**src/rtl/ws2812_chain_driver.sv**
```systemverilog
// WS2812 chain driver: per-LED colour memory plus a free-running LATCH/SEND
// serialiser that refreshes the whole chain on one data pin.
module ws2812_chain_driver #(
  parameter int unsigned NUM_LEDS = 8,
  parameter int unsigned T_BIT    = 13,
  parameter int unsigned T0H      = 4,
  parameter int unsigned T1H      = 8,
  parameter int unsigned T_RESET  = 600
) (
  input  logic        clk,
  input  logic        reset,
  input  logic        write,
  input  logic [7:0]  led_num,
  input  logic [23:0] rgb_data,
  output logic        data,
  output logic        busy,
  output logic        frame_done
);

  localparam int unsigned GAP_W = $clog2(T_RESET);
  localparam int unsigned TMR_W = $clog2(T_BIT);
  localparam int unsigned LED_W = (NUM_LEDS > 1) ? $clog2(NUM_LEDS) : 1;
  localparam int unsigned BIT_W = 5;

  typedef enum logic {
    ST_LATCH = 1'b0,
    ST_SEND  = 1'b1
  } state_t;

  state_t            r_state, w_state_nxt;
  logic [GAP_W-1:0]  r_gap, w_gap_nxt;
  logic [TMR_W-1:0]  r_timer, w_timer_nxt;
  logic [BIT_W-1:0]  r_bit, w_bit_nxt;
  logic [LED_W-1:0]  r_led, w_led_nxt;
  logic [23:0]       r_shift, w_shift_nxt;
  logic              w_data_nxt, w_busy_nxt, w_done_nxt;

  logic [23:0]       r_mem [NUM_LEDS];
  logic [LED_W-1:0]  w_wr_idx;
  logic              w_wr_ok;

  // Wire order is G, R, B, each MSB first.
  function automatic logic [23:0] grb(input logic [23:0] rgb);
    return {rgb[15:8], rgb[23:16], rgb[7:0]};
  endfunction

  assign w_wr_idx = led_num[LED_W-1:0];
  assign w_wr_ok  = write && ({1'b0, led_num} < 9'(NUM_LEDS));

  // Colour store; reads in the same cycle see the old word.
  always_ff @(posedge clk) begin
    if (reset) begin
      for (int unsigned i = 0; i < NUM_LEDS; i++) begin
        r_mem[LED_W'(i)] <= '0;
      end
    end else if (w_wr_ok) begin
      r_mem[w_wr_idx] <= rgb_data;
    end
  end

  // State and output registers.
  always_ff @(posedge clk) begin
    if (reset) begin
      r_state    <= ST_LATCH;
      r_gap      <= '0;
      r_timer    <= '0;
      r_bit      <= '0;
      r_led      <= '0;
      r_shift    <= '0;
      data       <= 1'b0;
      busy       <= 1'b0;
      frame_done <= 1'b0;
    end else begin
      r_state    <= w_state_nxt;
      r_gap      <= w_gap_nxt;
      r_timer    <= w_timer_nxt;
      r_bit      <= w_bit_nxt;
      r_led      <= w_led_nxt;
      r_shift    <= w_shift_nxt;
      data       <= w_data_nxt;
      busy       <= w_busy_nxt;
      frame_done <= w_done_nxt;
    end
  end

  // Next-state and next-output logic.
  always_comb begin
    w_state_nxt = r_state;
    w_gap_nxt   = r_gap;
    w_timer_nxt = r_timer;
    w_bit_nxt   = r_bit;
    w_led_nxt   = r_led;
    w_shift_nxt = r_shift;
    w_data_nxt  = 1'b0;
    w_busy_nxt  = 1'b0;
    w_done_nxt  = 1'b0;

    case (r_state)
      ST_LATCH: begin
        if (r_gap == GAP_W'(T_RESET - 1)) begin
          w_state_nxt = ST_SEND;
          w_shift_nxt = grb(r_mem[0]);
          w_led_nxt   = '0;
          w_bit_nxt   = '0;
          w_timer_nxt = '0;
        end else begin
          w_gap_nxt = r_gap + GAP_W'(1);
        end
      end

      ST_SEND: begin
        w_busy_nxt = 1'b1;
        w_data_nxt = r_shift[23] ? (r_timer < TMR_W'(T1H)) : (r_timer < TMR_W'(T0H));
        if (r_timer == TMR_W'(T_BIT - 1)) begin
          w_timer_nxt = '0;
          if (r_bit < BIT_W'(23)) begin
            w_shift_nxt = {r_shift[22:0], 1'b0};
            w_bit_nxt   = r_bit + BIT_W'(1);
          end else if (r_led < LED_W'(NUM_LEDS - 1)) begin
            // Next LED is fetched on the last cycle of this bit, so no idle gap.
            w_led_nxt   = r_led + LED_W'(1);
            w_shift_nxt = grb(r_mem[r_led + LED_W'(1)]);
            w_bit_nxt   = '0;
          end else begin
            w_done_nxt  = 1'b1;
            w_gap_nxt   = '0;
            w_state_nxt = ST_LATCH;
          end
        end else begin
          w_timer_nxt = r_timer + TMR_W'(1);
        end
      end

      default: begin
        w_state_nxt = ST_LATCH;
        w_gap_nxt   = '0;
      end
    endcase
  end

endmodule

```
**config.mk**
```make
export PLATFORM = sky130hd
export DESIGN_NAME = ws2812_chain_driver
export DESIGN_NICKNAME = d
export VERILOG_FILES = /design/src/rtl/ws2812_chain_driver.sv
export SDC_FILE = /design/constraint.sdc
export NUM_CORES = 1
export LEC_CHECK = 0
export ABC_AREA = 1
export CORE_UTILIZATION = 35
export DETAILED_ROUTE_END_ITERATION = 12
export PLACE_DENSITY = 0.61
export SYNTH_ARGS = -nofsm -noshare
export SYNTH_HDL_FRONTEND = slang
export SYNTH_SLANG_ARGS = --single-unit
```
**constraint.sdc**
```tcl
create_clock -name clk -period 4 [get_ports clk]
set_input_delay 0.8 -clock clk [delete_from_list [all_inputs] [get_ports clk]]
set_output_delay 0.8 -clock clk [all_outputs]
set_load 0.005 [all_outputs]
```
==> metrics.txt, run 1 <==
# setup viols final 0; status finished, final reports clean; share of the synthesized area in the top cell type 50.2%; peak supply drop 0.000302 V; htree depth 1; fin crit share 67.6%; Worst Setup End Kind flop; die area 0.0335 mm2; Final TNS setup 0 ns; Seq pwr share 49.2%; Leak 5.07 nW; I/O Pins 38; Post-Syn Nets 1332; initial antenna violation count 0; DRT antenna net count 0; GR Util All Layers 17.0%; Slew headroom 40.3%; TritonCTS Buffers 27; switch share 26.1%; core area 0.0319 mm2; Hold Fails Final Rpt 0; Critical Path RT 4.23 ns; Int Pwr 4.37 mW; diodes inserted 0; Overflow after GRT 0; die span in x 183 um; Placer Congestion 0.797; flop-to-flop setup slack 1.38 ns; Worst-Margin Slew 0.896 ns; vias in the first global route 8148; skew final 0.0170 ns; final non-filler cell total 1759; placed cell count 1713; worst-skew pair later-pin latency 0.55 ns; RR Endpoint r_shift[23]; register bit total from synthesis 242; CTS tree done; Syn Area/Cell 8.89 um2; Syn Inst Count 1292; worst setup path endpoint r_mem[6][20]; input/output buffers 37; setup bufs post-CTS 0; Rows 65; share of layout cells above drive strength 1 9.21%; overall die height 183 um; DRC 0; post_cts resized 0; Reg2Reg Depth 8; First-pass DRT Iterations 5; dpl hpwl 17900 um; Worst setup startpoint led_num[6]; CTS root buf clkbuf_16; Max Freq 370 MHz; WP data arrival 2.93 ns; vias per cell 4.89; NetSw 1.54 mW; Seq/Total Area, Yosys 58.9%; Synth area leader edfxtp_1; CTS max path bufs 3; routed length per instance 16.0 um; HP Class reg -> reg; clock power share 39.2%; pwr/cell area 454 mW/mm2; most area-consuming cells after synthesis edfxtp_1 (50%), nor2_1 (13%), dfxtp_1 (8.7%), nand2_1 (6.1%), nand3_1 (4.1%); clk sinks 242; Initial Util 36.0%; Synth Cell Area 0.0115 mm2; max-cap viol count 0; R2R Path Start r_led[0]; largest net degree at the start of global routing 56; Area growth, synth to finish 13.4%; Nets 1347; CP Class in -> reg; Reg clk slew, reported paths 0.06 ns; post-synthesis cell type count 35; via count 8607; YS warnings 0; combinational group share of total power 11.6%; first-pass GRT wire length 44900 um; Tmin final 2.70 ns; Startpoint Class input pin; Slew Viols, Final 0; RSZ-0062 raised after global routing false; WL final 28100 um; hold buffer count at CTS 0; DRT iter0 DRCs 831; FILL cells 3200; critical path fanouts, max 25
==> kinds of logic (layout without fill, tap and decap cells) <==
group | Yosys count | in the layout | synth area share (%)
flip-flops | 242 | 242 | 58.9
XOR/XNOR | 5 | 5 | 0.447
buffers and inverters | 172 | 204 | 6.46
AND/OR/NAND/NOR | 706 | 706 | 25.2
AO/OA/AOI/OAI | 162 | 162 | 8.40
adder cells (fa/ha/maj) | 5 | 5 | 0.545
==> Yosys cell counts <==
cell type    n
nor2_1     384
edfxtp_1   192
nand2_1    188
nand3_1     94
inv_1       92
o21ai_0     71
dfxtp_1     50
buf_2       38
a21oi_2     23
o21ai_1     23
o211ai_1    22
nor2_2      21
clkbuf_1    20
a21oi_1     19
buf_1        8
inv_2        6
nand4_1      6
buf_6        5
ha_1         5
buf_4        3
nor3_1       3
or2_2        3
xor2_1       3
nand2_4      2
a2111oi_0    1
a21o_1       1
nand2_2      1
nand3_2      1
nand3_4      1
nor2_4       1
o21ai_2      1
o31ai_1      1
or2_1        1
xnor2_1      1
xnor2_2      1
==> through the flow <==
stage | area (um2) | power (mW) | worst slack, ns | util [%] | hold WS (ns)
after floorplan | 11500 | 3.42 | 1.42 | - | 0.470
after global placement | 12200 | 3.63 | 0.779 | 38.3 | 0.486
after detailed placement | 12200 | 3.64 | 0.806 | 38.3 | 0.491
after CTS | 13000 | 5.95 | 1.38 | 40.8 | 0.501
after global routing | 13000 | 6.15 | 1.14 | 40.8 | 0.529
final | 13000 | 5.91 | 1.30 | 40.8 | 0.500
==> how the worst min path moves through the flow <==
| stage | startpoint | endpoint | slack [ns] | depth (start not counted) |
|---|---|---|---|---|
| 2_1_floorplan | r_bit[3] | r_bit[3] | 0.47 | 2 |
| 3_3_place_gp | r_bit[3] | r_bit[3] | 0.49 | 2 |
| 3_5_place_dp | r_gap[9] | r_gap[9] | 0.49 | 2 |
| 4_1_cts | r_gap[9] | r_gap[9] | 0.50 | 2 |
| 5_1_grt | r_gap[9] | r_gap[9] | 0.53 | 2 |
| 6_report | r_bit[3] | r_bit[3] | 0.50 | 2 |
==> layout by cell type (no fill, tap or decap), types with 21 or more instances in the layout <==
cell type	netlist	layout
a21oi_2	23	23
buf_4	3	22
clkbuf_16	0	27
clkdlybuf4s50_1	0	36
dfxtp_1	50	49
edfxtp_1	192	192
inv_1	92	92
nand2_1	188	188
nand3_1	94	94
nor2_1	384	384
nor2_2	21	21
o211ai_1	22	22
o21ai_0	71	71
o21ai_1	23	23
==> state kept, by name (all words and copies together) (netlist names) <==
register	count
r_shift	24
r_timer	4
r_mem	192
r_led	3
frame_done	1
r_state	1
data	1
busy	1
r_gap	10
r_bit	5
==> power groups by stage <==
stage | clock [mW] | sequential, mW | combinational (mW)
2_1_floorplan | 0 | 2.93 | 0.488
3_3_place_gp | 0 | 2.96 | 0.675
3_5_place_dp | 0 | 2.96 | 0.682
4_1_cts | 2.36 | 2.91 | 0.686
5_1_grt | 2.45 | 2.92 | 0.771
6_report | 2.32 | 2.91 | 0.683
==> final cells by class <==
cell class / instances / area [um2] / area share (%)
inverters: 98 / 368 / 2.83
repair buffers: 60 / 551 / 4.23
multi-input cells: 878 / 3980 / 30.5
flip-flops and latches: 242 / 6770 / 52.0
well taps: 435 / 544 / 4.18
clock buffers: 35 / 706 / 5.42
clock inverters: 11 / 103 / 0.788
==> worst max-delay path, cell delays in order <==
cell	delay [ns]
clkdlybuf4s50_1	0.40
nor3_1	0.18
nand4_1	0.29
nor2_1	0.37
nand2_1	0.09
buf_4	0.23
nand2_1	0.23
buf_4	0.32
==> routing by layer <==
layer	track usage (%)	part of all wire, %	routed length [um]
met2	25.5	43	12200
met4	3.57	1.3	363
met1	25.7	49	13800
met5	0	0	0
met3	2.68	6.2	1750
No activity file was read; power rests on OpenSTA's default activity.
==> run 2: changes to the inputs <==
Settings changed: PLACE_DENSITY 0.61 to 0.63.
Clock period 4 ns to 2.3 ns, I/O delays scaled along.
==> run 2 against run 1 <==
Via count rose by 1.1%; worst hold slack got worse by 0.11 ns; sequential power rose by 74%; core utilization rose by 1.2 points; register-to-register slack got worse by 1.1 ns; clock power rose by 98%; total power rose by 84%; clock-buffer cell count fell by 3; largest cell class unchanged.
==> metrics.txt, run 2 (same netlist as run 1, synthesis figures left out) <==
status finished, final reports clean; diodes inserted 0 (unchanged); WP data arrival 2.48 ns (-0.45 ns); NetSw 2.78 mW (+80%); critical path fanouts, max 26 (+4.0%); first-pass GRT wire length 45900 um (+2.0%); DRC 0 (unchanged); input/output buffers 37 (unchanged); die area 0.0335 mm2 (unchanged); Tmin final 2.05 ns; Hold Fails Final Rpt 0 (unchanged); Worst-Margin Slew 0.600 ns (-0.296 ns); WL final 28300 um (+0.69%); FILL cells 3124 (-2.4%); final worst hold slack 0.395 ns (-0.105 ns); CTS tree done; vias in the first global route 8409 (+3.2%); register area 0.00677 mm2 (unchanged); biggest regs r_mem x192, r_shift x24, r_gap x10; Startpoint Class flop; GR Util All Layers 17.3% (+0.31 points); core area 0.0319 mm2 (unchanged); skew final 0.0487 ns (+0.0317 ns); Max Freq 489 MHz; htree depth 1 (unchanged); Buf/Inv on CP 1 (-2); Area growth, synth to finish 16.7%; RSZ-0062 raised after global routing false; pwr/cell area 813 mW/mm2 (+79%); First-pass DRT Iterations 5 (unchanged); Reg with most FFs r_mem; post_cts resized 0 (unchanged); dpl hpwl 18200 um (+1.7%); Seq pwr share 46.3% (-2.9 points); Final TNS setup 0 ns (unchanged); switch share 25.5% (-0.60 points); Reg2Reg Depth 7 (-1); Leak 5.25 nW (+3.7%); die span in x 183 um (unchanged); RR Endpoint r_shift[0]; HP Class in -> reg; hold buffer count at CTS 0 (unchanged); setup bufs post-CTS 0 (unchanged); via count 8699 (+1.1%); share of layout cells above drive strength 1 10.7% (+1.5 points); Overflow after GRT 0 (unchanged); largest net degree at the start of global routing 98 (+75%); Placer Congestion 0.786 (-1.4%); CP Class reg -> reg; clock power share 42.2% (+3.0 points); I/O Pins 38 (unchanged); DRT antenna net count 0 (unchanged); Critical Path Most Common Cell nor2_1; Crit path largest cell delay 0.47 ns (+0.07 ns); hold endpoint r_led[0]; CP top delay family buffers and inverters; vias per cell 4.89 (about the same); peak supply drop 0.000585 V (+94%); Rows 65 (unchanged); multi-input logic area 0.00398 mm2 (unchanged); Critical Path RT 2.73 ns (-1.50 ns); overall die height 183 um (unchanged); Int Pwr 8.12 mW (+86%); commonest non-fill, non-tap cell in the layout nor2_1; Nets 1362 (+1.1%); hold wc startpoint reset; slowest stage cell, crit path inv_2; combinational group share of total power 11.4% (-0.2 points); TritonCTS Buffers 28 (+3.7%); worst-path cell chain ha_2 -> inv_2 -> nand3_1 -> a21oi_1 -> nor2_1 -> nor2_1 -> nor2_1; # setup viols final 0 (unchanged); Largest register FFs 192 (unchanged); Initial Util 36.0% (unchanged); Slew headroom 60.0% (+20 points); DRT iter0 DRCs 883 (+6.3%); clk sinks 242 (unchanged); fin crit share 89.0%; flop-to-flop setup slack 0.25 ns (-1.13 ns); total chip power 10.9 mW (+84%); CTS root buf clkbuf_16; routed length per instance 15.9 um (-0.44%); initial antenna violation count 0 (unchanged); worst-skew pair later-pin latency 0.58 ns (+0.03 ns); max-cap viol count 0 (unchanged); R2R Path Start r_led[0]; CTS max path bufs 3 (unchanged); Reg clk slew, reported paths 0.06 ns (about the same); hold depth 5 (+3); Slew Viols, Final 0 (unchanged); Worst Setup End Kind flop; commonest non-fill, non-tap cells in the layout nor2_1 (384), edfxtp_1 (192), nand2_1 (188)
==> run 2: changes by cell type in the layout (fill, tap and decap cells not counted), sizes merged <==
cell and delta:
buf +14, clkinv +6, bufinv +3, clkbuf -3
==> run 2: metal layers <==
metal	vias up	part of all wire, %	GRT usage (%)	routed length, um
li1	4304	-	-	-
met1	4064	46	25.5	13100
met2	290	44	26.7	12500
met3	41	7.5	2.44	2110
met4	0	1.9	4.37	550
met5	-	0	0	0
==> run 2: worst reg2reg max path, delay by kind of cell, from the launching register on <==
| kind | cells | cell delay (ns) |
|---|---|---|
| adder cells (fa/ha/maj) | 1 | 0.38 |
| buffers and inverters | 1 | 0.47 |
| AO/OA/AOI/OAI | 1 | 0.27 |
| AND/OR/NAND/NOR | 4 | 0.44 |
| flip-flops | 1 | 0.37 |
==> run 2: power groups by stage <==
stage	Clock (mW)	Sequential, mW	Combinational (mW)
after detailed placement	0	5.14	1.24
after floorplan	0	5.10	0.848
final	4.60	5.05	1.24
after global placement	0	5.13	1.22
after global routing	4.83	5.07	1.40
after CTS	4.66	5.05	1.25
==> run 2: layout make-up <==
cell class | count | area share (%)
inverters | 98 | 2.75
well taps | 435 | 4.06
clock buffers | 32 | 5.49
flip-flops and latches | 242 | 50.6
multi-input cells | 878 | 29.7
clock inverters | 20 | 1.73
repair buffers | 74 | 5.74
==> run 2: worst max path at each step <==
stage | startpoint | to | cells after the start | slack [ns]
3_3_place_gp | led_num[6] | r_mem[2][1] | 9 | 0.05
2_1_floorplan | reset | r_mem[0][0] | 7 | 0.06
6_report | r_led[0] | r_shift[0] | 7 | 0.25
3_5_place_dp | led_num[6] | r_mem[2][10] | 9 | 0.02
5_1_grt | r_led[0] | r_shift[2] | 9 | 0.14
4_1_cts | r_led[0] | r_shift[0] | 7 | 0.31
==> run 2: metrics by stage <==
stage                     instances  util, %  cell area (um2)  setup WS (ns)
after floorplan                1292        -            11500         0.0621
after global placement         1727     39.0            12400         0.0525
after detailed placement       1727     39.0            12400         0.0180
after CTS                      1779     42.0            13400          0.307
after global routing           1779     42.0            13400          0.140
final                          1779     42.0            13400          0.254
==> run 3: changes to the inputs <==
Settings changed: SLEW_MARGIN from default to 20.
==> results of run 3 <==
Same layout as run 2: the final DEF is identical, and so are final timing and power.
